`src/rtl/mode_sequencer.sv`:
```
// mode_sequencer: debounced push-button stepping of the SELECTOR operation mode with switch snapshot
module mode_sequencer #(
  parameter int DEBOUNCE_CYCLES = 1_000_000,
  parameter int SYNC_STAGES     = 2,
  parameter int WIDTH           = 8
) (
  input  logic             clk,
  input  logic             rst_n,
  input  logic             BTNU,
  input  logic             BTND,
  input  logic             BTNC,
  input  logic [WIDTH-1:0] SW,
  output logic [2:0]       SELECTOR,
  output logic [WIDTH-1:0] SW_Q,
  output logic             mode_changed
);
  localparam int CW = $clog2(DEBOUNCE_CYCLES + 1);
  typedef enum logic [2:0] {RESET = 3'd0, ADD, SUB, MUL, LEADING_ONES, COUNT_ONES} opr_mode_t;
  logic [2:0] raw, press;
  assign raw = {BTNC, BTND, BTNU};
  for (genvar b = 0; b < 3; b++) begin : g_btn
    logic [SYNC_STAGES-1:0] sync_q;
    logic [CW-1:0]          cnt_q, cnt_d;
    logic                   lvl_q, lvl_d, prev_q, press_q;
    logic                   diff, done;
    assign diff = sync_q[SYNC_STAGES-1] != lvl_q;
    assign done = cnt_q == CW'(DEBOUNCE_CYCLES - 1);
    // debouncer: count consecutive disagreeing samples, flip the level once enough have been seen
    always_comb begin
      cnt_d = (diff && !done) ? cnt_q + 1'b1 : '0;
      lvl_d = (diff && done) ? ~lvl_q : lvl_q;
    end
    // synchroniser chain, debounce state and registered rising-edge press pulse
    always_ff @(posedge clk) begin
      if (!rst_n) begin
        sync_q  <= '0;
        cnt_q   <= '0;
        lvl_q   <= 1'b0;
        prev_q  <= 1'b0;
        press_q <= 1'b0;
      end else begin
        sync_q  <= {sync_q[SYNC_STAGES-2:0], raw[b]};
        cnt_q   <= cnt_d;
        lvl_q   <= lvl_d;
        prev_q  <= lvl_q;
        press_q <= lvl_q & ~prev_q;
      end
    end
    assign press[b] = press_q;
  end
  opr_mode_t        sel_q, sel_d;
  logic [WIDTH-1:0] sw_q, sw_d;
  logic             chg_q;
  // mode ring stepping: centre overrides, up+down cancel, illegal encodings fall back to RESET
  always_comb begin
    sel_d = sel_q;
    if (sel_q > COUNT_ONES) sel_d = RESET;
    else if (press[2]) sel_d = RESET;
    else if (press[0] && !press[1]) sel_d = (sel_q == COUNT_ONES) ? RESET : opr_mode_t'(sel_q + 3'd1);
    else if (press[1] && !press[0]) sel_d = (sel_q == RESET) ? COUNT_ONES : opr_mode_t'(sel_q - 3'd1);
    sw_d = (|press) ? SW : sw_q;
  end
  // mode, operand snapshot and change strobe registers
  always_ff @(posedge clk) begin
    if (!rst_n) begin
      sel_q <= RESET;
      sw_q  <= '0;
      chg_q <= 1'b0;
    end else begin
      sel_q <= sel_d;
      sw_q  <= sw_d;
      chg_q <= sel_d != sel_q;
    end
  end
  assign SELECTOR     = sel_q;
  assign SW_Q         = sw_q;
  assign mode_changed = chg_q;
endmodule

```
`config.mk`:
```
export PLATFORM = sky130hd
export DESIGN_NAME = mode_sequencer
export DESIGN_NICKNAME = d
export VERILOG_FILES = /design/src/rtl/mode_sequencer.sv
export SDC_FILE = /design/constraint.sdc
export NUM_CORES = 1
export LEC_CHECK = 0
export CAP_MARGIN = 5
export CORE_AREA = 2 2 88 90
export DETAILED_ROUTE_END_ITERATION = 6
export DIE_AREA = 0 0 90 92
export PLACE_DENSITY = 0.81
export SYNTH_ARGS = -nofsm -noshare
export SYNTH_HDL_FRONTEND = slang
export SYNTH_SLANG_ARGS = --single-unit
```
`constraint.sdc`:
```
create_clock -name clk -period 2.6 [get_ports clk]
set_clock_uncertainty 0.1 [all_clocks]
set_input_delay 0.65 -clock clk [delete_from_list [all_inputs] [get_ports clk]]
set_output_delay 0.65 -clock clk [all_outputs]
set_load 0.005 [all_outputs]
```
[Word level (Yosys, flattened, before mapping)]
Index checks and enable logic that the tools add are counted.
Operators by class
  add/sub/neg operators: 5
  order comparisons: 1
  equal/unequal tests: 8
  mux-type cells: 6
  bitwise logic cells: 9
  reduce and logical (&&, ||, !) cells: 18
Operators with widths (count)
  $add A20 B1 Y20 const B: 3
  $eq A20 B20 Y1 const B: 3
  $mux W3: 6
  $logic_and A1 B1 Y1: 8
  $not A1 Y1: 6
  $reduce_and A2 Y1: 3
  $logic_not A1 Y1: 5
  $add A3 B1 Y3 const B: 1
  $and A1 B1 Y1: 3
  $eq A3 B3 Y1 const B: 1
  $gt A3 B3 Y1 const B: 1
  $logic_not A3 Y1: 1
  $ne A1 B1 Y1: 3
  $ne A3 B3 Y1: 1
  $reduce_or A3 Y1: 1
  $sub A3 B1 Y3 const B: 1
Word-level totals
  bits in registers: 87
  output and inout port bits: 12
  word-level logic and storage cells: 65

[Longest topological paths before layout]
Gate-level depths: netlist (run 1).
  word-level depth: 7
  depth in mapped cells: 7

[Worst setup path before layout (run 1)]
No wires, ideal clock.
  kind: register to register
  start: register g_btn[2].cnt_q[0]
  end: register g_btn[2].cnt_q[10]
  arrival: 1700 ps
  setup slack: 673 ps
  stages on the path, launching flop included: 7
  path buffers: 2
  clock period less this slack: 1927 ps
  cells stage by stage: dfxtp_1 > ha_1 > clkbuf_1 > nand2_1 > o211ai_1 > clkbuf_1 > nor2_1
On the way
  longest elaborated chain between the ends: 4
  elaborated cells on any way between the ends: 5
RTL lines
  from (decl): line 23  | logic [CW-1:0] cnt_q, cnt_d;
  from (signal assigned): line 43  | cnt_q <= cnt_d;
  branches (longest 4 deep; another with $add A20 B1 Y20)
Parallel ways; which one is timed is not known.
A chain may end at the register's enable or synchronous reset.

[Worst setup path in the final report (run 1)]
  start: register g_btn[0].cnt_q[16]
  end: register g_btn[0].cnt_q[5]
On the way
  longest elaborated chain between the ends: 4
RTL lines
  from (decl): line 23
  from (signal assigned): line 43
  $eq A20 B20 Y1: line 27  | assign done = cnt_q == CW'(DEBOUNCE_CYCLES - 1);
  $logic_not A1 Y1: line 30  | cnt_d = (diff && !done) ? cnt_q + 1'b1 : '0;
  $logic_and A1 B1 Y1: line 30
  $reduce_and A2 Y1 (no line)
No other way between the ends.

==> impl_metrics.toml, run 1 <==
[clock_network]
cts_inserted_buffers = 9
htree_levels = 3
cts_buffer_depth = 2
clock-root-buffer = "clkbuf_8"
numClockSinks = 87
clk_latency_ns = 0.35
post_cts_buffers = 0
cts_hold_buf = 0
cts_tree = "yes"
cts_resized = 0
clk_pin_slew_ns = 0.09

[placement]
dp_cells = 520
post_dp_cell_area_sq_um = 4030
dp.final_hpwl_um = 4600
portBuffers = 24
place_congestion = 0.810

[power]
power_w = 0.00230
powerDensity_nw_per_um2 = 545
ir_worst_vdd_mv = 0.226
p_leak_nw = 1.41

[die]
die_y_um = 92
floorplan.rows = 32
die_area_sq_um = 8280
ios = 25
start_util = 0.497
core_area_sq_um = 7450
die_width_um = 90

[setup_path]
r2r_end = "g_btn[0].cnt_q[5]$_SDFF_PN0_"
crit_path_end_kind = "register"
path_buf_inv = 0
crit_path_start = "g_btn[0].cnt_q[16]$_SDFF_PN0_"
path_class = "reg -> reg"
crit_end = "g_btn[0].cnt_q[5]$_SDFF_PN0_"
cp.required_ns = 2.70
regToRegSetupSlack_ns = 0.41
cp_num_cells = 4
critical_path.cell_chain = "nand3_1, or4b_1, o211ai_2, nor2_1"
critPathLaunchType = "register"
arrival_ns = 2.29
regToRegStartpoint = "g_btn[0].cnt_q[16]$_SDFF_PN0_"
crit_slowest_cell = "o211ai_2"
cpLargestDelayFamily = "simple AND/OR/NAND/NOR gates"
r2r.worst_path.cells = 4
critPathMaxStageDelay_ns = 0.72
cp_max_fo = 20

[min_path]
min_from = "g_btn[0].prev_q$_SDFF_PN0_"
hold_class = "reg -> reg"
whs_path_depth = 1

[timing]
finalSetupViolations = 0
fin_setup_tns_ns = 0
fmax_mhz = 457
slew_violations = 0
max_slew_margin = 0.437
fin_crit_sh = 0.841
min_period_ns = 2.19
grt_setup_unrepaired = "no"
worst_pin_slew_ns = 0.842
final_hold_viol_count = 0

[detailed_routing]
firstDrtPassIters = 4
drc = 0
wl_um = 6730
ant_nets = 0
dr_total_vias = 2928
avgViaCountPerCell = 5.46
post_drt_wl_per_cell_um = 12.6
drt_iter0_drc = 95

[grt]
grt-ovfl-total = 0
grt_pass1_wl_um = 11800
antenna_found_initial = 0
grt_pass1_vias = 2830
grt_max_degree = 21
grt_usage = 0.171

[yosys]
synth_nets = 422
synth_area_sq_um = 3700
yosys.area.top_type = "dfxtp_1"
async_reset_ff_frac = 0
ys_seq_elements = 87
yosys_warnings = 0
ys.flop_type = "dfxtp_1"
syn_inst = 406
synth_edf_count = 0
synthTopCellsByCount = "dfxtp_1, nor2_1, xor2_1"
ys_types = 42
syn_area_per_cell_sq_um = 9.12
synth.area.top_cells = "dfxtp_1, xor2_1, nor2_1, a21oi_1, nand3_1"
ys_seq_area_frac = 0.471
synth.most_common_cell = "dfxtp_1"
synth_top_area_share = 0.471

[cells_and_area]
stdcell_count = 536
synthToLayoutAreaGrowth_pct = 14.2
final_area_sq_um = 4230
antennaDiodeCount = 0
drive_gt1_frac = 0.0622
fin_nets = 445

[status]
status = "finished, final reports clean"

[job]
max-cap-violations = 0
metrics by stage:
stage	hold WS, ns	worst slack (ns)	util
finish	0.284	0.414	0.567
global route	0.304	0.156	0.567
CTS	0.287	0.416	0.567
detailed placement	0.280	0.397	0.541
global placement	0.273	0.451	0.541
floorplan	0.267	0.673	-
registers in the layout, indices dropped and copies added (netlist names):
register       cells
g_btn.prev_q       3
g_btn.lvl_q        3
SELECTOR           3
g_btn.press_q      3
mode_changed       1
g_btn.sync_q       6
SW_Q               8
g_btn.cnt_q       60
power by group:
part	internal, W	switching, W
clock	0.000449	0.000471
combinational	0.0000235	0.0000193
sequential	0.00134	0.00000308
how the worst min path moves through the flow:
stage                     slack [ns]                          end
final                           0.28  g_btn[0].press_q$_SDFF_PN0_
after global routing            0.30  g_btn[0].press_q$_SDFF_PN0_
after CTS                       0.29  g_btn[0].press_q$_SDFF_PN0_
after detailed placement        0.28  g_btn[2].press_q$_SDFF_PN0_
after global placement          0.27  g_btn[2].press_q$_SDFF_PN0_
after floorplan                 0.27  g_btn[0].press_q$_SDFF_PN0_
placed cells by master, fill, tap and decap left out, drive strengths merged, types with 4 or more instances in the layout:
cell	Yosys	routed
dfxtp	87	87
nor2	53	53
xor2	29	29
clkdlybuf4s50	0	24
nand3	24	24
a21oi	24	24
nand2	18	18
nand4	16	16
o21ai	15	15
or3	14	14
xnor2	12	12
inv	10	11
and2	11	11
clkbuf	15	10
mux2i	9	9
and4	9	9
o31ai	8	8
or4	8	8
nor3	6	6
nor4	5	5
and3	5	5
nor4b	4	4
nor2b	4	4
buf	1	4
area by class of cell:
cell class                      instances  area, sq um
Tap cell                              102          128
Timing Repair Buffer                   28          270
Inverter                               10         37.5
Multi-Input combinational cell        293         1850
Clock buffer                           10          128
Clock inverter                          6         70.1
Sequential cell                        87         1740
Fill cell                             665         3220
cells by family (layout without fill, tap and decap cells):
family,count (synthesis),in the layout,synth area share
muxes,9,9,0.0243
xor gates and xnor gates,41,41,0.0970
adders and majority gates,3,3,0.0101
AOI/OAI and AO/OA,52,52,0.0821
DFF,87,87,0.471
and+or+nand+nor,188,188,0.286
buffers and inverters,26,54,0.0294
metal layers:
metal,share of wire,wire length (um),track usage
met4,0.017,115,0.0821
met1,0.46,3060,0.200
met3,0.026,177,0.0263
met2,0.50,3370,0.307
met5,0,0,0
(Power assumes the default switching activity.)
==> run 2, diff against run 1 <==
- PLACE_DENSITY: 0.81 -> 0.84
- clock period: 2.6 -> 2 ns (I/O delays scaled with it)
==> run 2 against run 1 <==
  * Total power increased by 29%
  * Sequential share of layout area decreased by 1.0 points
  * Worst setup slack worse by 0.34 ns
  * Register-to-register slack worse by 0.30 ns
  * Combinational power increased by 36%
  * Via count increased by 2.8%
==> impl_metrics.toml, run 2 (same netlist as run 1, synthesis figures left out) <==
[timing]
worst_pin_slew_ns = 0.448
fin_crit_sh = 0.961
final_hold_viol_count = 0
fmax_mhz = 520
slew_violations = 0
grt_setup_unrepaired = "no"
min_period_ns = 1.92
fin_setup_tns_ns = 0
setup_slack_ns = 0.0786
max_slew_margin = 0.701
finalSetupViolations = 0

[detailed_routing]
firstDrtPassIters = 4
drc = 0
post_drt_wl_per_cell_um = 13.6
ant_nets = 0
drt_iter0_drc = 80
wl_um = 7480
dr_total_vias = 3010
avgViaCountPerCell = 5.46

[setup_path]
crit_path_end_kind = "output pin"
r2r.worst_path.cells = 4
path_class = "reg -> out"
critical_path.cell_chain = "clkdlybuf4s50_1"
critPathMaxStageDelay_ns = 0.54
r2r_end = "g_btn[0].cnt_q[19]$_SDFF_PN0_"
crit_slowest_cell = "clkdlybuf4s50_1"
path_buf_inv = 1
arrival_ns = 1.32
cp.required_ns = 1.40
regToRegSetupSlack_ns = 0.11
cpLargestDelayFamily = "buffers and inverters"
critPathLaunchType = "register"
regToRegStartpoint = "g_btn[0].cnt_q[7]$_SDFF_PN0_"
cp_max_fo = 8

[grt]
grt_max_degree = 21
antenna_found_initial = 0
grt-ovfl-total = 0
grt_pass1_wl_um = 12800
grt_pass1_vias = 2931
grt_usage = 0.187

[clock_network]
clk_latency_ns = 0.36
cts_buffer_depth = 2
numClockSinks = 87
htree_levels = 3
cts_hold_buf = 0
cts_tree = "yes"
clock-root-buffer = "clkbuf_8"
cts_inserted_buffers = 9
clk_pin_slew_ns = 0.09

[power]
ir_worst_vdd_mv = 0.372
power_w = 0.00298
powerDensity_nw_per_um2 = 686
p_leak_nw = 1.50

[cells_and_area]
final_cell_mix = "dfxtp_1, nor2_1, xor2_1"
fin_nets = 460
top_register = "g_btn.cnt_q"
antennaDiodeCount = 0
synthToLayoutAreaGrowth_pct = 17.4
final_area_sq_um = 4350
drive_gt1_frac = 0.100
final_util = 0.584
largest_reg_flops = 60
mostFrequentLayoutCell = "dfxtp_1"

[placement]
place_congestion = 0.829
portBuffers = 24
pre_cts_slack_ns = 0.0199
post_dp_cell_area_sq_um = 4130
dp.final_hpwl_um = 5150

[job]
max-cap-violations = 0

[die]
die_width_um = 90
start_util = 0.497
die_y_um = 92
die_area_sq_um = 8280
floorplan.rows = 32
core_area_sq_um = 7450
ios = 25

[min_path]
whs_path_depth = 1
min_to = "g_btn[0].press_q$_SDFF_PN0_"
min_from = "g_btn[0].prev_q$_SDFF_PN0_"
hold_class = "reg -> reg"

[status]
status = "finished, final reports clean"
==> run 2: changes by cell type in the layout (fill, tap and decap cells not counted), sizes merged <==
cell,previous run,this run
inv,11,10
clkinv,1,2
buf,4,19
clkinvlp,3,0
clkbuf,10,13
==> run 2: how the worst max path moves through the flow <==
stage	start	end	slack [ns]	cells after the start
floorplan	g_btn[2].cnt_q[0]$_SDFF_PN0_	g_btn[2].cnt_q[10]$_SDFF_PN0_	0.07	6
global placement	g_btn[0].cnt_q[6]$_SDFF_PN0_	g_btn[0].cnt_q[19]$_SDFF_PN0_	0.12	4
detailed placement	g_btn[0].cnt_q[6]$_SDFF_PN0_	g_btn[0].cnt_q[19]$_SDFF_PN0_	0.02	4
CTS	SELECTOR[0]$_SDFF_PN0_	SELECTOR[0]	0.04	1
global route	g_btn[0].cnt_q[7]$_SDFF_PN0_	g_btn[0].cnt_q[19]$_SDFF_PN0_	0.008	4
finish	SELECTOR[2]$_SDFF_PN0_	SELECTOR[2]	0.08	1
==> run 2: power by group <==
| group | internal (W) | switching [W] |
|---|---|---|
| Sequential | 0.00174 | 0.00000408 |
| Combinational | 0.0000325 | 0.0000256 |
| Clock | 0.000580 | 0.000599 |
| Total | 0.00235 | 0.000629 |
==> run 2: through the flow <==
stage / hold WS, ns / instances
detailed placement: 0.275 / 532
finish: 0.292 / 551
floorplan: 0.267 / 406
global route: 0.298 / 551
CTS: 0.294 / 548
global placement: 0.273 / 532
==> run 2: final cells by class <==
class | count | area [sq um]
Clock buffer | 13 | 139
Clock inverter | 3 | 43.8
Fill cell | 649 | 3100
Inverter | 10 | 37.5
Multi-Input combinational cell | 293 | 1860
Sequential cell | 87 | 1750
Tap cell | 102 | 128
Timing Repair Buffer | 43 | 395
==> run 2: per-layer routing <==
metal  GRT usage  up-vias  routed length (um)
met2       0.340       42                3950
met1       0.211     1442                3200
met3      0.0444       12                 203
li1            -     1514                   -
met5           0        -                   0
met4      0.0718        0                 124
==> run 2: timing repair <==
item,in CTS,in global routing
setup endpoints to repair,2,22
setup buffers,0,3
pin swaps,0,1
gates resized for setup,2,4
